File: src/rtl/clk_en_sched.sv
// clk_en_sched -- multi-channel clock-enable scheduler.
//
// Generates, per channel, a one-cycle tick strobe every Deff cycles and a
// square-wave enable with period Deff, all derived from the single system
// clock. Deff = max(div, 2). Channel divisors/enables are reconfigured
// through a one-deep valid/ready slot; a pending update lands on the
// target's terminal count (or at once when imm is set or the channel is
// disabled). sync_req zeroes every enabled counter to realign phases.
//
// Ports
//   clk, rst_n       system clock, asynchronous active-low reset
//   cfg_valid/ready  config handshake (ready = slot empty)
//   cfg_ch           target channel (out-of-range targets are dropped)
//   cfg_div, cfg_en  new divisor and enable
//   cfg_imm          apply on the next edge instead of at terminal count
//   sync_req         one-cycle pulse: restart all enabled channel phases
//   tick[N_CH]       one-cycle strobe in the terminal cycle of each period
//   clk_out[N_CH]    high for the upper (shorter-or-equal) part of the period
//   busy             an update is pending
module clk_en_sched #(
  parameter int              N_CH    = 4,
  parameter int              W       = 16,
  parameter int              DEF_DIV = 8,
  parameter logic [N_CH-1:0] EN_RST  = '1,
  localparam int             CH_W    = (N_CH > 1) ? $clog2(N_CH) : 1
) (
  input  logic            clk,
  input  logic            rst_n,
  input  logic            cfg_valid,
  output logic            cfg_ready,
  input  logic [CH_W-1:0] cfg_ch,
  input  logic [W-1:0]    cfg_div,
  input  logic            cfg_en,
  input  logic            cfg_imm,
  input  logic            sync_req,
  output logic [N_CH-1:0] tick,
  output logic [N_CH-1:0] clk_out,
  output logic            busy
);

  // Divisors 0 and 1 behave as 2.
  function automatic logic [W-1:0] deff_f(input logic [W-1:0] d);
    return (d < W'(2)) ? W'(2) : d;
  endfunction

  // H = (Deff+1)>>1, computed one bit wider so Deff = all-ones cannot wrap.
  function automatic logic [W-1:0] half_f(input logic [W-1:0] de);
    logic [W:0] s;
    s = {1'b0, de} + (W+1)'(1);
    return s[W:1];
  endfunction

  logic [N_CH-1:0][W-1:0] cnt_q, cnt_d;
  logic [N_CH-1:0][W-1:0] div_q, div_d;
  logic [N_CH-1:0]        en_q, en_d;
  logic [N_CH-1:0]        tick_q, tick_d;
  logic [N_CH-1:0]        clk_out_q, clk_out_d;
  logic [N_CH-1:0]        term_v;
  logic [N_CH-1:0]        apply_v;

  // Pending config slot.
  logic            pend_q, pend_d;
  logic [CH_W-1:0] pch_q;
  logic [W-1:0]    pdiv_q;
  logic            pen_q;
  logic            pimm_q;
  logic            ch_ok;

  assign ch_ok = int'(pch_q) < N_CH;

  always_comb begin
    term_v = '0;
    for (int i = 0; i < N_CH; i++) begin
      term_v[i] = en_q[i] && (cnt_q[i] == deff_f(div_q[i]) - W'(1));
    end
  end

  // NOTE: every signal written here gets a default first, so no path can
  // leave it unassigned and infer a latch.
  always_comb begin
    cnt_d     = cnt_q;
    div_d     = div_q;
    en_d      = en_q;
    tick_d    = '0;
    clk_out_d = '0;
    apply_v   = '0;
    for (int i = 0; i < N_CH; i++) begin
      if (pend_q && (pch_q == CH_W'(i)) && (!en_q[i] || term_v[i] || pimm_q)) begin
        // Apply takes priority over sync and wrap; both would also zero cnt.
        apply_v[i] = 1'b1;
        div_d[i]   = pdiv_q;
        en_d[i]    = pen_q;
        cnt_d[i]   = '0;
      end else if (!en_q[i] || term_v[i] || sync_req) begin
        cnt_d[i] = '0;
      end else begin
        cnt_d[i] = cnt_q[i] + W'(1);
      end
      // Outputs are registered copies decoded from the next counter state,
      // so they always describe the cycle cnt_q is in.
      tick_d[i]    = en_d[i] && (cnt_d[i] == deff_f(div_d[i]) - W'(1));
      clk_out_d[i] = en_d[i] && (cnt_d[i] >= half_f(deff_f(div_d[i])));
    end
  end

  always_comb begin
    pend_d = pend_q;
    if (pend_q) begin
      // Out-of-range targets drop out on the edge after capture.
      if ((|apply_v) || !ch_ok) pend_d = 1'b0;
    end else if (cfg_valid) begin
      pend_d = 1'b1;
    end
  end

  // NOTE: sequential state uses non-blocking assignments so every flop
  // samples pre-edge values regardless of statement order.
  always_ff @(posedge clk or negedge rst_n) begin
    if (!rst_n) begin
      cnt_q     <= '0;
      div_q     <= {N_CH{W'(DEF_DIV)}};
      en_q      <= EN_RST;
      tick_q    <= '0;
      clk_out_q <= '0;
      pend_q    <= 1'b0;
    end else begin
      cnt_q     <= cnt_d;
      div_q     <= div_d;
      en_q      <= en_d;
      tick_q    <= tick_d;
      clk_out_q <= clk_out_d;
      pend_q    <= pend_d;
    end
  end

  // NOTE: the slot payload is reset too, so no partial config can ever be
  // observed after reset even though pend_q alone gates its use.
  always_ff @(posedge clk or negedge rst_n) begin
    if (!rst_n) begin
      pch_q  <= '0;
      pdiv_q <= '0;
      pen_q  <= 1'b0;
      pimm_q <= 1'b0;
    end else if (cfg_valid && !pend_q) begin
      pch_q  <= cfg_ch;
      pdiv_q <= cfg_div;
      pen_q  <= cfg_en;
      pimm_q <= cfg_imm;
    end
  end

  assign cfg_ready = ~pend_q;
  assign busy      = pend_q;
  assign tick      = tick_q;
  assign clk_out   = clk_out_q;

endmodule
File: config.mk
export PLATFORM = sky130hd
export DESIGN_NAME = clk_en_sched
export DESIGN_NICKNAME = d
export VERILOG_FILES = /design/src/rtl/clk_en_sched.sv
export SDC_FILE = /design/constraint.sdc
export NUM_CORES = 1
export LEC_CHECK = 0
export BUFFER_PORTS_ARGS = -buffer_cell sky130_fd_sc_hd__buf_2
export CAP_MARGIN = 5
export CORE_AREA = 3 3 171 173
export CTS_BUF_LIST = sky130_fd_sc_hd__clkbuf_16
export DETAILED_ROUTE_END_ITERATION = 7
export DIE_AREA = 0 0 174 176
export PLACE_DENSITY = 0.81
export SLEW_MARGIN = 10
export SYNTH_ARGS = -nofsm -noshare
export SYNTH_HDL_FRONTEND = slang
export SYNTH_SLANG_ARGS = --single-unit
export TNS_END_PERCENT = 100
File: constraint.sdc
create_clock -name clk -period 14.2 [get_ports clk]
set_clock_uncertainty 0.2 [all_clocks]
set_input_delay 3.55 -clock clk [delete_from_list [all_inputs] [get_ports clk]]
set_output_delay 3.55 -clock clk [all_outputs]
set_load 0.02 [all_outputs]
==> results of run 1 <==
[cell type report]
type                       count  area (µm²)  share of cell area
clock buffer                  17       425.4             0.02626
clock inverter                15       112.6            0.006950
inverter                      80       300.3             0.01853
multi-input combinational   1483       10610              0.6546
sequential                   161        4039              0.2493
tap                          378       473.0             0.02919
timing repair buffer          43       246.5             0.01521
[worst min-delay path by stage]
| stage | to | slack (ns) |
|---|---|---|
| final | cnt_q[0] | 0.39 |
| after global routing | cnt_q[0] | 0.43 |
| after CTS | cnt_q[0] | 0.38 |
| after detailed placement | cnt_q[0] | 0.37 |
| after global placement | cnt_q[0] | 0.37 |
| after floorplan | cnt_q[0] | 0.32 |
[metal layers]
layer,part of all wire,up-vias,track usage
li1,-,6442,-
met1,0.42,6878,0.4355
met2,0.45,812,0.4981
met3,0.094,133,0.05462
met4,0.041,0,0.1371
met5,0,-,0
[state kept, by name, indices dropped and copies added, names as in the netlist]
| name | flops |
|---|---|
| cnt_q | 64 |
| div_q | 64 |
| pdiv_q | 16 |
| clk_out | 4 |
| en_q | 4 |
| tick | 4 |
| pch_q | 2 |
| busy | 1 |
| pen_q | 1 |
| pimm_q | 1 |
[logic make-up after synthesis]
logic type                 after synthesis  share of synthesized area
and+or+nand+nor                        741                     0.2635
AOI/OAI and AO/OA                      302                     0.1384
xor gates and xnor gates               259                     0.1565
DFF                                    161                     0.2643
buffers and inverters                  160                    0.04225
muxes                                  101                    0.06959
adders and majority gates               80                    0.06550
[cells in the mapped netlist (10+ instances only)]
cell type / number / area, µm²
sky130_fd_sc_hd__a21o_1: 44 / 330.3
sky130_fd_sc_hd__a21oi_1: 67 / 335.3
sky130_fd_sc_hd__a31oi_1: 15 / 93.84
sky130_fd_sc_hd__and2_1: 14 / 87.58
sky130_fd_sc_hd__and3_1: 57 / 356.6
sky130_fd_sc_hd__buf_2: 18 / 90.09
sky130_fd_sc_hd__clkbuf_1: 56 / 210.2
sky130_fd_sc_hd__dfrtp_1: 153 / 3829
sky130_fd_sc_hd__ha_1: 80 / 1001
sky130_fd_sc_hd__inv_1: 80 / 300.3
sky130_fd_sc_hd__mux2_2: 38 / 427.9
sky130_fd_sc_hd__mux2i_1: 61 / 610.6
sky130_fd_sc_hd__nand2_1: 132 / 495.5
sky130_fd_sc_hd__nand2b_1: 21 / 131.4
sky130_fd_sc_hd__nand3_1: 82 / 410.4
sky130_fd_sc_hd__nand4_1: 31 / 193.9
sky130_fd_sc_hd__nor2_1: 161 / 604.3
sky130_fd_sc_hd__nor2b_1: 17 / 106.4
sky130_fd_sc_hd__nor3_1: 65 / 325.3
sky130_fd_sc_hd__nor4_1: 26 / 162.7
sky130_fd_sc_hd__o211ai_1: 10 / 75.07
sky130_fd_sc_hd__o21ai_0: 49 / 245.2
sky130_fd_sc_hd__or2_2: 12 / 75.07
sky130_fd_sc_hd__or3_1: 31 / 193.9
sky130_fd_sc_hd__or4_1: 11 / 82.58
sky130_fd_sc_hd__xnor2_1: 161 / 1410
sky130_fd_sc_hd__xor2_1: 89 / 779.5
[worst register-to-register path: cells and delay by family, from the launching register on]
family | cells | cell delay [ns]
compound gates | 13 | 2.40
buf+inv | 1 | 0.06
flops | 1 | 0.49
fa+ha+maj | 3 | 0.79
mux | 1 | 0.46
simple gates | 9 | 3.62
xor+xnor | 1 | 0.19
[power groups by stage]
stage | Sequential (W) | Combinational [W] | Clock (W)
after global routing | 0.000971 | 0.00228 | 0.000472
final | 0.000961 | 0.00210 | 0.000449
after global placement | 0.000939 | 0.00199 | 0
after detailed placement | 0.000944 | 0.00204 | 0
after floorplan | 0.000710 | 0.00171 | 0
after CTS | 0.000937 | 0.00205 | 0.000452
[through the flow]
step	util	cell area, µm²	instances	total power, W
finish	0.5832	16200	2177	0.003509
CTS	0.5832	16200	2177	0.003442
detailed placement	0.5638	15660	2145	0.002981
floorplan	-	15280	1804	0.002419
global placement	0.5638	15660	2145	0.002933
global route	0.5832	16200	2177	0.003728
==> impl_metrics.json, run 1 <==
{
  "global_route_wire_length_before_repair_mm": 77.09,
  "r2r_cells": 28,
  "fillers": 2492,
  "failing_checks": "design-rule violations",
  "dr_total_vias": 14270,
  "critical_path_buf_inv_count": 1,
  "ctsRootBufferMaster": "sky130_fd_sc_hd__clkbuf_16",
  "p_leak_nw": 7.027,
  "timing.critical_path.depth": 28,
  "required_time_of_the_critical_path_ns": 14.30,
  "antenna_found_initial": 0,
  "worst_slew_margin_rel": 0.2342,
  "worstSetupStartpoint": "div_q[36]",
  "seqPwrFrac": 0.274,
  "endpoint_kind": "flip-flop",
  "via_count_of_the_first_global_routing_pass": 13780,
  "combPwrFrac": 0.598,
  "clock_tree_from_tritoncts": "yes",
  "hpwl_mm": 36.96,
  "yosysSeqAreaShare": 0.2643,
  "syn_area_per_cell_um2": 8.471,
  "synth.net_count": 1908,
  "io_buffer_count": 33,
  "num_io_pins": 34,
  "timing.fmax_ghz": 0.1194,
  "fin_hold_ws_ns": 0.3922,
  "vias_per_cell": 6.553,
  "grt_remaining_overflow": 0,
  "yosys_most_used_dff": "sky130_fd_sc_hd__dfrtp_1",
  "areaGrowthSynthToFinish_pct": 6.018,
  "clock_tree_sinks": 161,
  "antenna-diode-count": 0,
  "vdd_drop_max_v": 0.0001283,
  "drv.max_cap_violation_count": 0,
  "drt-initial-drc-count": 1736,
  "finalHoldViolations": 0,
  "worst_ep_arrival_time_ns": 8.47,
  "power.share.switching": 0.5177,
  "hold_path_startpoint": "cnt_q[0]",
  "setup_ws_ns": 5.824,
  "setup-violations-final": 0,
  "ys_seq_elements": 161,
  "fp.dieH_um": 176,
  "cts_htree_levels": 4,
  "number_of_enable_type_register_cells_in_the_synthesized_netlist": 0,
  "post_cts.resized_instances": 0,
  "power.clock.fraction": 0.128,
  "fp.coreArea_um2": 27780,
  "worst_max_slew_pin_slew_ns": 1.138,
  "die_w_um": 174,
  "power_density_nw_per_um2": 216.6,
  "netSwitchingPower_w": 0.001817,
  "postCtsHoldBufs": 0,
  "worst_path_max_delay_cell": "sky130_fd_sc_hd__nor4_1",
  "start_util": 0.5501,
  "grt_max_degree": 92,
  "cts_buffers": 17,
  "cts_setup_buffers": 0,
  "setup_repair_after_global_routing_missed_its_margin": "no",
  "routed_len_inst_um": 22.60,
  "critPathKind": "flip-flop to flip-flop",
  "gr-usage-all-layers": 0.3179,
  "detail_route.wirelength_mm": 49.20,
  "part_of_the_cycle_the_worst_path_needs": 0.5898,
  "synth_area_um2": 15280,
  "finalWeightedCongestion": 1.064,
  "r2r_start": "div_q[36]",
  "power.internal_w": 0.001692,
  "synth.distinct_cells": 102,
  "final_net_count": 1890,
  "detail_route.first_pass.iterations": 8,
  "setup-tns-final_ns": 0,
  "reg2reg_slack_ns": 5.82,
  "min-delay-path-class": "flip-flop to flip-flop",
  "worstHoldPathCells": 1,
  "critical_path.max_fanout": 34,
  "critical-path-top-cell-by-count": "sky130_fd_sc_hd__a21o_1",
  "placementRows": 61,
  "outcome": "finished with violations",
  "drt_drc_violations_left": 3,
  "final-max-slew-violation-count": 0,
  "period_minus_slack_ns": 8.376,
  "worst_skew_pair.late_latency_ns": 0.44,
  "worstSetupStartpointType": "flip-flop",
  "antenna_violating_nets_post_route": 0,
  "synth-async-reset-ratio": 1.000,
  "cts.path.max_buffers": 2,
  "clk_pin_slew_worst_paths_ns": 0.08,
  "largest_incremental_delay_on_the_critical_path_ns": 1.00,
  "die-area_um2": 30620,
  "post_route_cells_drive_above_1_share": 0.09783,
  "crit_end": "clk_out[2]",
  "critical_path.top_delay_family": "simple AND/OR/NAND/NOR gates",
  "syn_inst": 1804,
  "yosys_synthesis_warning_count": 0,
  "final_cell_mix": "sky130_fd_sc_hd__nor2_1, sky130_fd_sc_hd__xnor2_1, sky130_fd_sc_hd__dfrtp_1",
  "worst_r2r_endpoint": "clk_out[2]",
  "placement.setup.worst_slack_ns": 5.990
}
Note: power is estimated with default switching activity, not from simulation.
==> run 2: changes to the inputs <==
--- a/config.mk
+++ b/config.mk
@@ -11,7 +11,7 @@
 export CTS_BUF_LIST = sky130_fd_sc_hd__clkbuf_16
 export DETAILED_ROUTE_END_ITERATION = 7
 export DIE_AREA = 0 0 174 176
-export PLACE_DENSITY = 0.81
+export PLACE_DENSITY = 0.84
 export SLEW_MARGIN = 10
 export SYNTH_ARGS = -nofsm -noshare
 export SYNTH_HDL_FRONTEND = slang
==> constraint.sdc (replaced) <==
create_clock -name clk -period 7.23 [get_ports clk]
set_clock_uncertainty 0.2 [all_clocks]
set_input_delay 1.8075 -clock clk [delete_from_list [all_inputs] [get_ports clk]]
set_output_delay 1.8075 -clock clk [all_outputs]
set_load 0.02 [all_outputs]
==> run 2 against run 1 <==
  * The run now ends clean
  * Clock power increased by 95%
  * Worst setup slack got worse by 5.5 ns
  * Worst hold slack improved by 0.024 ns
  * Register-to-register slack lost 5.5 ns
  * Critical path type unchanged
  * Via count grew 0.55%
  * Highest routed layer is now met5
  * Die area stayed put
  * Wire length is 1.6% lower
  * Sequential share of layout area down 0.36 points
  * Final area up 1.5%
  * Global-route usage shrank 0.70 points
==> impl_metrics.json, run 2 (synthesis results as in run 1) <==
{
  "outcome": "finished clean",
  "drt-initial-drc-count": 1600,
  "die_w_um": 174,
  "worstHoldPathCells": 1,
  "critical_path.max_fanout": 6,
  "worst_max_slew_pin_slew_ns": 1.222,
  "r2r_cells": 28,
  "fp.dieH_um": 176,
  "cts_htree_levels": 4,
  "part_of_the_cycle_the_worst_path_needs": 0.9617,
  "vdd_drop_max_v": 0.0002746,
  "ctsRootBufferMaster": "sky130_fd_sc_hd__clkbuf_16",
  "setup-tns-final_ns": 0,
  "global_route_wire_length_before_repair_mm": 76.03,
  "timing.fmax_ghz": 0.1438,
  "critPathKind": "flip-flop to flip-flop",
  "setup-violations-final": 0,
  "placement.setup.worst_slack_ns": 0.2906,
  "start_util": 0.5501,
  "critical_path_buf_inv_count": 1,
  "worstSetupStartpointType": "flip-flop",
  "critical_path.top_delay_family": "simple AND/OR/NAND/NOR gates",
  "p_leak_nw": 7.163,
  "critical-path-top-cell-by-count": "sky130_fd_sc_hd__a21o_1",
  "antenna-diode-count": 0,
  "drv.max_cap_violation_count": 0,
  "grt_max_degree": 102,
  "io_buffer_count": 33,
  "worst_ep_arrival_time_ns": 7.05,
  "antenna_violating_nets_post_route": 0,
  "largest_incremental_delay_on_the_critical_path_ns": 0.48,
  "areaGrowthSynthToFinish_pct": 7.557,
  "final_net_count": 1917,
  "period_minus_slack_ns": 6.953,
  "gr-usage-all-layers": 0.3110,
  "dr_total_vias": 14340,
  "final_cell_mix": "sky130_fd_sc_hd__nor2_1, sky130_fd_sc_hd__xnor2_1, sky130_fd_sc_hd__dfrtp_1",
  "power_density_nw_per_um2": 423.8,
  "die-area_um2": 30620,
  "hold-path-endpoint": "cnt_q[0]",
  "endpoint_kind": "flip-flop",
  "placementRows": 61,
  "hold_path_startpoint": "cnt_q[0]",
  "largest_registers": "cnt_q x64, div_q x64, pdiv_q x16",
  "worst_skew_pair.late_latency_ns": 0.46,
  "min-delay-path-class": "flip-flop to flip-flop",
  "post_route_cells_drive_above_1_share": 0.1139,
  "drt_drc_violations_left": 0,
  "cts.path.max_buffers": 2,
  "cts_buffers": 17,
  "setup_ws_ns": 0.2767,
  "finalHoldViolations": 0,
  "reg2reg_slack_ns": 0.28,
  "num_io_pins": 34,
  "finalWeightedCongestion": 1.020,
  "postCtsHoldBufs": 0,
  "antenna_found_initial": 1,
  "final-max-slew-violation-count": 0,
  "r2r_start": "div_q[44]",
  "detail_route.first_pass.iterations": 6,
  "required_time_of_the_critical_path_ns": 7.33,
  "hpwl_mm": 36.58,
  "clock_tree_sinks": 161,
  "worst_slew_margin_rel": 0.1816,
  "fp.coreArea_um2": 27780,
  "worst_path_max_delay_cell": "sky130_fd_sc_hd__or3b_2",
  "worst_r2r_endpoint": "clk_out[2]",
  "clk_pin_slew_worst_paths_ns": 0.08,
  "detail_route.wirelength_mm": 48.41,
  "routed_len_inst_um": 21.97,
  "vias_per_cell": 6.508,
  "clock_tree_from_tritoncts": "yes",
  "via_count_of_the_first_global_routing_pass": 13980,
  "grt_remaining_overflow": 0
}
[run 2: cell types whose count changed in the layout (fill, tap and decap cells not counted), sizes merged]
cell    change
buf        +27
clkinv      +1
inv         -1
[run 2: timing repair]
action                                  CTS  global route
buffers inserted                          0             0
resized for setup                         0             7
hold endpoints to repair                  0             0
endpoints found under the setup margin    0             3
[run 2: final cells by class]
class / count / area, µm²
Tap cell: 378 / 473.0
Timing Repair Buffer: 70 / 452.9
Clock buffer: 17 / 425.4
Clock inverter: 15 / 110.1
Multi-Input combinational cell: 1483 / 10640
Fill cell: 2443 / 11340
Sequential cell: 161 / 4039
Inverter: 80 / 300.3
[run 2: metal layers]
layer  GRT usage  up-vias  wire length [µm]
met5           0        -                19
li1            -     6490                 -
met4      0.1237        2              2105
met1      0.4122     6897             19930
met3     0.06645      170              4466
met2      0.4986      785             21900
[run 2: metrics by stage]
step	power, W	cell area [µm²]	hold slack (ns)	util	cells
6_report	0.006966	16440	0.4164	0.5917	2204
5_1_grt	0.007363	16440	0.4566	0.5917	2204
3_3_place_gp	0.005798	15870	0.3803	0.5711	2172
4_1_cts	0.006814	16400	0.4206	0.5904	2204
2_1_floorplan	0.004751	15280	0.3227	-	1804
3_5_place_dp	0.005918	15870	0.4113	0.5711	2172
[run 2: where the power goes]
part / total [W] / internal [W] / switching [W]
clock network: 0.000877 / 0.000442 / 0.000435
registers: 0.00184 / 0.00117 / 0.000671
logic: 0.00425 / 0.00178 / 0.00247
total: 0.00697 / 0.00339 / 0.00358
[run 2: how the worst max path moves through the flow]
stage,startpoint,to,cells after the start
finish,div_q[44],clk_out[2],28
global route,div_q[44],clk_out[2],28
CTS,div_q[4],clk_out[0],28
detailed placement,div_q[4],clk_out[0],28
global placement,div_q[44],clk_out[2],28
floorplan,div_q[44],clk_out[2],31
==> run 3: changes to the inputs <==
--- a/config.mk
+++ b/config.mk
@@ -12,6 +12,7 @@
 export DETAILED_ROUTE_END_ITERATION = 7
 export DIE_AREA = 0 0 174 176
 export PLACE_DENSITY = 0.84
+export SETUP_SLACK_MARGIN = 0.5
 export SLEW_MARGIN = 10
 export SYNTH_ARGS = -nofsm -noshare
 export SYNTH_HDL_FRONTEND = slang
==> run 3 against run 2 <==
  * Non-clock buffer count increased by 22
  * Fmax grew 6.9%
  * Critical path depth fell by 2
  * First-iteration DRC count rose by 17%
  * Die area did not move
  * Sequential share of layout area is 0.60 points lower
  * Final area rose by 2.8%
  * Clock power increased by 2.9%
  * Clock-buffer cell count did not move
  * Critical path type unchanged
==> impl_metrics.json, run 3 (synthesis results as in run 1) <==
{
  "outcome": "finished clean",
  "p_leak_nw": 7.324,
  "antenna_found_initial": 0,
  "final_cell_mix": "sky130_fd_sc_hd__xnor2_1, sky130_fd_sc_hd__nor2_1, sky130_fd_sc_hd__dfrtp_1",
  "num_io_pins": 34,
  "clk_pin_slew_worst_paths_ns": 0.07,
  "reg2reg_slack_ns": 0.73,
  "place_inst": 2175,
  "detail_route.wirelength_mm": 50.31,
  "clock_tree_from_tritoncts": "yes",
  "cts_buffers": 17,
  "gr-usage-all-layers": 0.3216,
  "dr_total_vias": 14710,
  "clock_tree_sinks": 161,
  "setup-violations-final": 0,
  "worst_path_max_delay_cell": "sky130_fd_sc_hd__dfrtp_1",
  "vdd_drop_max_v": 0.0002813,
  "cts_htree_levels": 4,
  "part_of_the_cycle_the_worst_path_needs": 0.8995,
  "grt_remaining_overflow": 0,
  "worst_max_slew_pin_slew_ns": 0.9104,
  "critPathKind": "flip-flop to flip-flop",
  "fillers": 2366,
  "most_common_library_cell_in_the_layout_ignoring_fill_and_taps": "sky130_fd_sc_hd__xnor2_1",
  "via_count_of_the_first_global_routing_pass": 14190,
  "areaGrowthSynthToFinish_pct": 10.59,
  "final_net_count": 1939,
  "critical_path.max_fanout": 8,
  "finalHoldViolations": 0,
  "vias_per_cell": 6.613,
  "setup-tns-final_ns": 0,
  "start_util": 0.5501,
  "power_density_nw_per_um2": 428.7,
  "drt_drc_violations_left": 0,
  "worstSetupStartpointType": "flip-flop",
  "placementRows": 61,
  "worst_skew_pair.late_latency_ns": 0.44,
  "fp.dieH_um": 176,
  "die-area_um2": 30620,
  "setup_repair_after_global_routing_missed_its_margin": "yes",
  "finalWeightedCongestion": 0.9804,
  "detail_route.first_pass.iterations": 7,
  "timing.fmax_ghz": 0.1538,
  "fp.coreArea_um2": 27780,
  "postCtsHoldBufs": 0,
  "required_time_of_the_critical_path_ns": 7.35,
  "final-max-slew-violation-count": 0,
  "drv.max_cap_violation_count": 0,
  "largest_incremental_delay_on_the_critical_path_ns": 0.51,
  "critical-path-top-cell-by-count": "sky130_fd_sc_hd__a21o_1",
  "period_minus_slack_ns": 6.503,
  "grt_max_degree": 64,
  "drt-initial-drc-count": 1864,
  "worst_ep_arrival_time_ns": 6.63,
  "largest_registers": "cnt_q x64, div_q x64, pdiv_q x16",
  "io_buffer_count": 33,
  "endpoint_kind": "flip-flop",
  "ctsRootBufferMaster": "sky130_fd_sc_hd__clkbuf_16",
  "antenna-diode-count": 0,
  "post_route_cells_drive_above_1_share": 0.1451,
  "hpwl_mm": 37.71,
  "cts.path.max_buffers": 2,
  "worst_slew_margin_rel": 0.3931,
  "min-delay-path-class": "flip-flop to flip-flop",
  "antenna_violating_nets_post_route": 0,
  "final-instance-count-excl-fill": 2225,
  "die_w_um": 174,
  "routed_len_inst_um": 22.61,
  "global_route_wire_length_before_repair_mm": 78.74
}
run 3: changes by cell type in the layout (fill, tap and decap cells not counted), moves of 3 or more:
cell	before	now
sky130_fd_sc_hd__buf_4	36	58
sky130_fd_sc_hd__dfrtp_1	153	146
sky130_fd_sc_hd__dfrtp_2	0	7
sky130_fd_sc_hd__ha_1	79	74
sky130_fd_sc_hd__ha_4	0	3
sky130_fd_sc_hd__nor2_1	161	158
sky130_fd_sc_hd__nor3_1	64	61
sky130_fd_sc_hd__nor4_1	25	20
sky130_fd_sc_hd__nor4_4	4	7
run 3: layer usage:
| layer | wire length, µm | vias up | GRT usage |
|---|---|---|---|
| met5 | 0 | - | 0 |
| li1 | - | 6540 | - |
| met2 | 22680 | 911 | 0.5109 |
| met3 | 5218 | 215 | 0.05484 |
| met4 | 2455 | 0 | 0.1384 |
| met1 | 19950 | 7048 | 0.4347 |
run 3: layout make-up:
type	count	area, µm²	share of cell area
multi-input cells	1483	10900	0.6450
flip-flops and latches	161	4051	0.2397
repair buffers	92	618.1	0.03657
well taps	378	473.0	0.02798
clock buffers	17	425.4	0.02517
inverters	80	300.3	0.01777
clock inverters	14	132.6	0.007847
run 3: power breakdown:
| part | internal, W | switching (W) |
|---|---|---|
| sequential | 0.00118 | 0.000730 |
| combinational | 0.00189 | 0.00255 |
| clock | 0.000479 | 0.000423 |
| total | 0.00354 | 0.00371 |
run 3: repair_timing:
action	CTS	global route
pin swaps	4	13
endpoints found under the setup margin	4	4
resized for setup	19	44
buffers inserted	4	15
run 3: final timing paths:
path,start,to,depth (start not counted)
max,div_q[52],clk_out[3],26
min,cnt_q[0],cnt_q[0],1
max reg2reg,div_q[52],clk_out[3],26
min reg2reg,cnt_q[0],cnt_q[0],1
max in group asynchronous,rst_n,div_q[28],2
min in group asynchronous,rst_n,div_q[40],1
run 3: worst max-delay path: cells and delay by family, from the launching register on:
| kind | cells | cell delay (ns) |
|---|---|---|
| AO/OA/AOI/OAI | 15 | 3.23 |
| AND/OR/NAND/NOR | 7 | 1.53 |
| adder cells (fa/ha/maj) | 3 | 0.84 |
| buffers and inverters | 1 | 0.09 |
| flip-flops | 1 | 0.51 |
run 3: stage by stage:
| step | total power [W] | area (µm²) | worst slack [ns] | util | hold slack, ns |
|---|---|---|---|---|---|
| 6_report | 0.007246 | 16900 | 0.7269 | 0.6084 | 0.4132 |
| 5_1_grt | 0.007659 | 16900 | 0.4548 | 0.6084 | 0.4411 |
| 4_1_cts | 0.006943 | 16590 | 0.4268 | 0.5973 | 0.4062 |
| 3_5_place_dp | 0.005968 | 15900 | 0.2447 | 0.5723 | 0.3951 |
| 3_3_place_gp | 0.005830 | 15900 | 0.4095 | 0.5723 | 0.3933 |
| 2_1_floorplan | 0.004759 | 15300 | 0.5096 | - | 0.3227 |
